`src/rtl/imm_pkg.sv`:
```
// imm_pkg -- shared definitions for the immediate decode stage.
//   imm_fmt_t  : 3-bit immediate format code carried with every result
//   OP_*       : major opcode values (instr[6:0]) recognised by the decoder
//   dec_t      : decoder result {fmt, illegal}
//   imm_decode : opcode -> {fmt, illegal}; rv64 enables the *W opcodes
package imm_pkg;

  typedef enum logic [2:0] {
    FMT_I    = 3'b000,
    FMT_S    = 3'b001,
    FMT_B    = 3'b010,
    FMT_U    = 3'b011,
    FMT_J    = 3'b100,
    FMT_Z    = 3'b101,
    FMT_NONE = 3'b110,
    FMT_ILL  = 3'b111
  } imm_fmt_t;

  localparam logic [6:0] OP_LOAD   = 7'b0000011;
  localparam logic [6:0] OP_IMM    = 7'b0010011;
  localparam logic [6:0] OP_JALR   = 7'b1100111;
  localparam logic [6:0] OP_FENCE  = 7'b0001111;
  localparam logic [6:0] OP_STORE  = 7'b0100011;
  localparam logic [6:0] OP_BRANCH = 7'b1100011;
  localparam logic [6:0] OP_LUI    = 7'b0110111;
  localparam logic [6:0] OP_AUIPC  = 7'b0010111;
  localparam logic [6:0] OP_JAL    = 7'b1101111;
  localparam logic [6:0] OP_SYSTEM = 7'b1110011;
  localparam logic [6:0] OP_REG    = 7'b0110011;
  localparam logic [6:0] OP_IMM32  = 7'b0011011;
  localparam logic [6:0] OP_REG32  = 7'b0111011;

  typedef struct packed {
    imm_fmt_t fmt;
    logic     illegal;
  } dec_t;

  // f3_msb is instr[14]: on SYSTEM it separates the CSR*I forms (uimm in
  // rs1 field) from everything else, which carries an I-type immediate.
  function automatic dec_t imm_decode(input logic [6:0] op,
                                      input logic       f3_msb,
                                      input logic       rv64);
    dec_t d;
    d.fmt     = FMT_ILL;
    d.illegal = 1'b0;
    case (op)
      OP_LOAD, OP_IMM, OP_JALR, OP_FENCE: d.fmt = FMT_I;
      OP_STORE:          d.fmt = FMT_S;
      OP_BRANCH:         d.fmt = FMT_B;
      OP_LUI, OP_AUIPC:  d.fmt = FMT_U;
      OP_JAL:            d.fmt = FMT_J;
      OP_SYSTEM:         d.fmt = f3_msb ? FMT_Z : FMT_I;
      OP_REG:            d.fmt = FMT_NONE;
      OP_IMM32:          d.fmt = rv64 ? FMT_I    : FMT_ILL;
      OP_REG32:          d.fmt = rv64 ? FMT_NONE : FMT_ILL;
      default:           d.fmt = FMT_ILL;
    endcase
    d.illegal = (d.fmt == FMT_ILL);
    return d;
  endfunction

endpackage

```
`src/rtl/imm_fifo2.sv`:
```
// imm_fifo2 -- 2-entry FIFO, 1-bit pointers.
//   clk, reset_n : clock, async active-low reset
//   push, pop    : qualified transfers (caller gates with wr_ready/rd_valid)
//   wdata        : entry written on push
//   wr_ready     : space available; from registered state only, low in reset
//                  and until the first clock after release
//   rd_valid     : head entry valid
//   rdata        : head entry (storage is not reset; qualify with rd_valid)
module imm_fifo2 #(
  parameter int W = 8
) (
  input  logic         clk,
  input  logic         reset_n,
  input  logic         push,
  input  logic         pop,
  input  logic [W-1:0] wdata,
  output logic         wr_ready,
  output logic         rd_valid,
  output logic [W-1:0] rdata
);

  logic [1:0][W-1:0] mem;
  logic              wptr, rptr;
  logic [1:0]        count;
  logic              armed;   // set one clock after reset release

  always_ff @(posedge clk or negedge reset_n) begin
    if (!reset_n) begin
      wptr  <= 1'b0;
      rptr  <= 1'b0;
      count <= 2'd0;
      armed <= 1'b0;
    end else begin
      armed <= 1'b1;
      if (push) wptr <= ~wptr;
      if (pop)  rptr <= ~rptr;
      case ({push, pop})
        2'b10:   count <= count + 2'd1;
        2'b01:   count <= count - 2'd1;
        default: count <= count;
      endcase
    end
  end

  always_ff @(posedge clk) begin
    if (push) mem[wptr] <= wdata;
  end

  assign wr_ready = armed & ~count[1];
  assign rd_valid = (count != 2'd0);
  assign rdata    = mem[rptr];

endmodule

```
`src/rtl/imm_decode_stage.sv`:
```
// imm_decode_stage -- decodes the immediate of a RISC-V instruction word and
// buffers {imm, fmt, illegal} in a 2-entry FIFO (latency 1).
//   clk, reset_n          : clock, async active-low reset
//   in_valid/in_ready     : upstream handshake; in_ready is registered-only
//   in_instr              : 32-bit instruction word
//   out_valid/out_ready   : downstream handshake
//   out_imm/fmt/illegal   : head-of-FIFO result, stable while stalled
//   illegal_cnt           : saturating count of accepted illegal opcodes
module imm_decode_stage
  import imm_pkg::*;
#(
  parameter int XLEN  = 32,
  parameter int CNT_W = 16
) (
  input  logic             clk,
  input  logic             reset_n,
  input  logic             in_valid,
  output logic             in_ready,
  input  logic [31:0]      in_instr,
  output logic             out_valid,
  input  logic             out_ready,
  output logic [XLEN-1:0]  out_imm,
  output logic [2:0]       out_fmt,
  output logic             out_illegal,
  output logic [CNT_W-1:0] illegal_cnt
);

  if (XLEN != 32 && XLEN != 64) begin : g_bad_xlen
    $error("imm_decode_stage: XLEN must be 32 or 64");
  end

  typedef struct packed {
    logic [XLEN-1:0] imm;
    imm_fmt_t        fmt;
    logic            illegal;
  } res_t;

  localparam logic RV64 = (XLEN == 64);

  dec_t        dec;
  logic [31:0] imm32;
  res_t        wr_res, rd_res;
  logic        in_fire, out_fire;

  assign dec = imm_decode(in_instr[6:0], in_instr[14], RV64);

  // Every format's 32-bit image has instr[31] in bit 31 except Z, whose
  // bit 31 is 0, so one sign-extension to XLEN covers all cases.
  always_comb begin
    imm32 = '0;
    case (dec.fmt)
      FMT_I: imm32 = {{20{in_instr[31]}}, in_instr[31:20]};
      FMT_S: imm32 = {{20{in_instr[31]}}, in_instr[31:25], in_instr[11:7]};
      FMT_B: imm32 = {{19{in_instr[31]}}, in_instr[31], in_instr[7],
                      in_instr[30:25], in_instr[11:8], 1'b0};
      FMT_U: imm32 = {in_instr[31:12], 12'b0};
      FMT_J: imm32 = {{11{in_instr[31]}}, in_instr[31], in_instr[19:12],
                      in_instr[20], in_instr[30:21], 1'b0};
      FMT_Z: imm32 = {27'b0, in_instr[19:15]};
      default: imm32 = '0;
    endcase
  end

  assign wr_res.imm     = XLEN'($signed(imm32));
  assign wr_res.fmt     = dec.fmt;
  assign wr_res.illegal = dec.illegal;

  assign in_fire  = in_valid  & in_ready;
  assign out_fire = out_valid & out_ready;

  imm_fifo2 #(.W($bits(res_t))) u_fifo (
    .clk      (clk),
    .reset_n  (reset_n),
    .push     (in_fire),
    .pop      (out_fire),
    .wdata    (wr_res),
    .wr_ready (in_ready),
    .rd_valid (out_valid),
    .rdata    (rd_res)
  );

  assign out_imm     = rd_res.imm;
  assign out_fmt     = rd_res.fmt;
  assign out_illegal = rd_res.illegal;

  always_ff @(posedge clk or negedge reset_n) begin
    if (!reset_n) begin
      illegal_cnt <= '0;
    end else if (in_fire && dec.illegal && (illegal_cnt != '1)) begin
      illegal_cnt <= illegal_cnt + CNT_W'(1);
    end
  end

endmodule

```
`config.mk`:
```
export PLATFORM = sky130hd
export DESIGN_NAME = imm_decode_stage
export DESIGN_NICKNAME = d
export VERILOG_FILES = /design/src/rtl/imm_pkg.sv /design/src/rtl/imm_fifo2.sv /design/src/rtl/imm_decode_stage.sv
export SDC_FILE = /design/constraint.sdc
export NUM_CORES = 1
export LEC_CHECK = 0
export CELL_PAD_IN_SITES_DETAIL_PLACEMENT = 0
export CELL_PAD_IN_SITES_GLOBAL_PLACEMENT = 1
export CORE_MARGIN = 10
export CORE_UTILIZATION = 45
export DETAILED_ROUTE_END_ITERATION = 8
export PLACE_DENSITY_LB_ADDON = 0.1
export SYNTH_ARGS = -nofsm -noshare
export SYNTH_HDL_FRONTEND = slang
export SYNTH_SLANG_ARGS = --single-unit
```
`constraint.sdc`:
```
create_clock -name clk -period 4 [get_ports clk]
set_input_delay 1 -clock clk [delete_from_list [all_inputs] [get_ports clk]]
set_output_delay 1 -clock clk [all_outputs]
set_load 0.005 [all_outputs]
```
==> summary.md <==
| Metric | Value |
|---|---|
| Status | finished clean |
| RR Startpoint | illegal_cnt[0] |
| Pwr Density | 503 nW/um^2 |
| Mapped Area | roughly 4300 um^2 |
| Leakage | ~2.1 nW |
| Peak Freq | approximately 330 MHz |
| Die Wd | 118 um |
| Post-synthesis mux area share | around 10% |
| Cells after synthesis | slightly above 300 |
| Commonest non-fill, non-tap cell in the layout | clkdlybuf4s50_1 |
| Top_reg_cell synth | edfxtp_1 |
| Initial DRC count | around 140 |
| # Post-CTS Setup Buffers | 0 |
| Routed vias/inst | ~5.2 |
| XOR/XNOR Fraction of Synth Area | about 4.1% |
| Top cell type's share of synthesized area | roughly 50% |
| Switch share | a little over a quarter |
| Netlist cell types | 50 |
| GRT overflow | 0 |
| Root buffer cell | clkbuf_8 |
| Initial antenna violation count | 0 |
| R2R setup slack | 1.84 ns |
| Initial Util | ~46% |
| Least-Margin Pin Slew | around 0.97 ns |
| Htree depth | 3 |
| Final hold vios | 0 |
| Synth Area in Simple Gates | a little under an eighth |
| Tmin final | between 3 and 4 ns |
| Clock Skew | 0.00965 ns |
| Die height | 118 um |
| Sequential fraction of the synthesis area | a little over three fifths |
| Crit path kind | input pin to flip-flop |
| Fin nets | ~430 |
| Final HPWL DP | 6.66 mm |
| Worst-Skew Late Latency | around 0.35 ns |
| FF-to-FF path depth | 6 |
| Final ANT Viol Nets | 0 |
| CP Launch Type | input pin |
| Sequential Power Share | 44.8% |
| Layout area overhead | 29.0% |
| Vias in the first global route | 2,870 |
| Final Cycle Share | between 70% and 80% |
| Design area | 5540 um^2 |
| Inserted Clock Buffers | 9 |
| Final Power | 0.00279 W |
| Area of the multi-input gates | between 1500 and 2000 um^2 |
| Combinational fraction of design power | a little under a third |
| Adder-cell share of the synthesized area | less than 1% |
| Routability cong. | around 0.84 |
| Max Cap Violations | 0 |
| Ant. Diodes | 0 |
| Net load switching power | around 0.00073 W |
| Placed cells | just over 500 |
| Core area | approximately 9300 um^2 |
| Most frequent cells in the layout | clkdlybuf4s50_1 (89), edfxtp_1 (72), mux2_2 (37) |
| CP Capture Type | flip-flop |
| IO buf count | slightly below 90 |
| # rows | 35 |
| Wire per inst | 17.8 um |
| GRT Total Usage | between 10% and 20% |
| Total Wirelength | about 9.4 mm |
| Worst Path Required | between 4 and 5 ns |
| TNS Setup | 0 ns |
| CP Max Fanout | 15 |
| Worst hold endpoint | u_fifo.rptr |
| Via count | between 2,000 and 3,000 |
| Clk pwr share | approximately a quarter |
| Worst-path clk slew | approximately 0.08 ns |
| Worst rel slew slack | 35.0% |
| Finished Layout Cells | around 530 |
| Syn nets | around 340 |
| Yosys warns | 0 |
| Fill cell count | 784 |
| Combinational family with the most area after synthesis | simple AND/OR/NAND/NOR gates |
| Cts hold-fix bufs | 0 |
| PostCTS Resize Cnt | 0 |
| CTS Sinks | 93 |
| RSZ-0062 raised after global routing | no |
| Final setup vio count | 0 |
| Hold_ws | just under 0.5 ns |
| Die area | 13,800 um^2 |
| Pins Over Slew Limit | 0 |
| Worst hold path class | flip-flop to flip-flop |
| R2R Path End | illegal_cnt[1] |
| Worst hold start | u_fifo.rptr |
| Syn Area/Cell | 14.2 um^2 |
| Yosys reg bits | 93 |
| Cell Int Power | 0.00205 W |
| Compound-Gate Fraction of Synth Area | under 10% |
| DRC | 0 |
| Global-route wire length before repair | roughly 15 mm |
| Pin count of the biggest net entering global routing | 37 |
| Yosys top cell by area | edfxtp_1 |
| Share of layout cells above drive strength 1 | 19.3% |
| Register area | roughly 2700 um^2 |
| WP data arrival | 3.09 ns |
| Post-synth EDFFs | 72 |
| CTS max path bufs | 2 |
| Max rail drop VDD | approximately 0.28 mV |
| Area contributors post-synth | edfxtp_1 (50%), dfrtp_1 (12%), mux2_2 (9.7%) |
| CP Launch Point | in_instr[4] |
| Dpl cell area | approximately 5300 um^2 |
| I/O pin cnt | 90 |
| DRT Pass-1 Iters | 4 |
| Ys async rst share | between 20% and 30% |
| Hold Crit Depth | 1 |
| CTS tree | yes |
area by class of cell:
cell class / instances / share of cell area, %
Sequential cell: 93 / 48.5
Multi-Input combinational cell: 191 / 27.4
Timing Repair Buffer: 94 / 16.8
Tap cell: 129 / 2.91
Clock buffer: 9 / 2.24
Clock inverter: 7 / 1.74
Inverter: 6 / 0.407
synthesized netlist by cell type (2+ instances only):
master and instances:
a22o_1 5, nor2b_1 9, a21oi_1 4, nand2_1 16, a21oi_2 2, ha_1 2, xor2_1 17, mux2_2 37
nand4_1 2, and4_1 3, nor2_1 8, nand3_1 9, nand2b_1 3, a32oi_1 2, nor3_1 9, buf_2 4
nor4_2 6, and3_1 4, edfxtp_1 72, clkbuf_1 5, o32ai_1 2, buf_6 3, inv_1 6, and2_1 3
xnor2_1 3, a21o_1 23, dfrtp_1 21
metal layers:
metal	global-route usage, %	share of wire [%]
met1	16.1	43
met2	22.9	51
met3	4.22	5.4
met4	3.71	0.87
met5	0	0
cell families (layout without fill, tap and decap cells):
family / count (synthesis) / count (layout)
AND/OR/NAND/NOR: 81 / 81
multiplexers: 38 / 38
other: 1 / 1
adder cells (fa/ha/maj): 2 / 2
flip-flops: 93 / 93
XOR/XNOR: 20 / 20
buffers and inverters: 19 / 116
AO/OA/AOI/OAI: 49 / 49
power groups by stage:
| stage | clock (W) | sequential, W | combinational (W) |
|---|---|---|---|
| floorplan | 0 | 0.00125 | 0.000424 |
| global placement | 0 | 0.00126 | 0.000880 |
| detailed placement | 0 | 0.00127 | 0.000881 |
| CTS | 0.000693 | 0.00125 | 0.000884 |
| global route | 0.000739 | 0.00126 | 0.000937 |
| finish | 0.000680 | 0.00125 | 0.000859 |
worst max path at each step:
stage / slack (ns) / depth (start not counted) / end
detailed placement: 0.57 / 6 / u_fifo.mem[47]
CTS: 0.94 / 6 / u_fifo.mem[11]
finish: 0.98 / 6 / u_fifo.mem[9]
global placement: 0.64 / 6 / u_fifo.mem[13]
floorplan: 0.94 / 2 / u_fifo.mem[0]
global route: 0.77 / 6 / u_fifo.mem[12]
per-stage QoR:
stage	setup WS, ns	util (%)
2_1_floorplan	0.941	-
3_3_place_gp	0.643	57.3
3_5_place_dp	0.572	57.3
4_1_cts	0.944	59.7
5_1_grt	0.768	59.7
6_report	0.978	59.7
sequential cells by signal (all words and copies together) (netlist names):
| name | flops |
|---|---|
| u_fifo.rptr | 1 |
| u_fifo.mem | 72 |
| u_fifo.count | 2 |
| u_fifo.armed | 1 |
| illegal_cnt | 16 |
| u_fifo.wptr | 1 |
critical path: stages:
cell,delay (ns)
clkdlybuf4s50_1,0.76
nand2_1,0.19
nor3_1,0.27
inv_1,0.10
a32oi_1,0.64
nor2b_1,0.13
No activity file was read; power rests on OpenSTA's default activity.
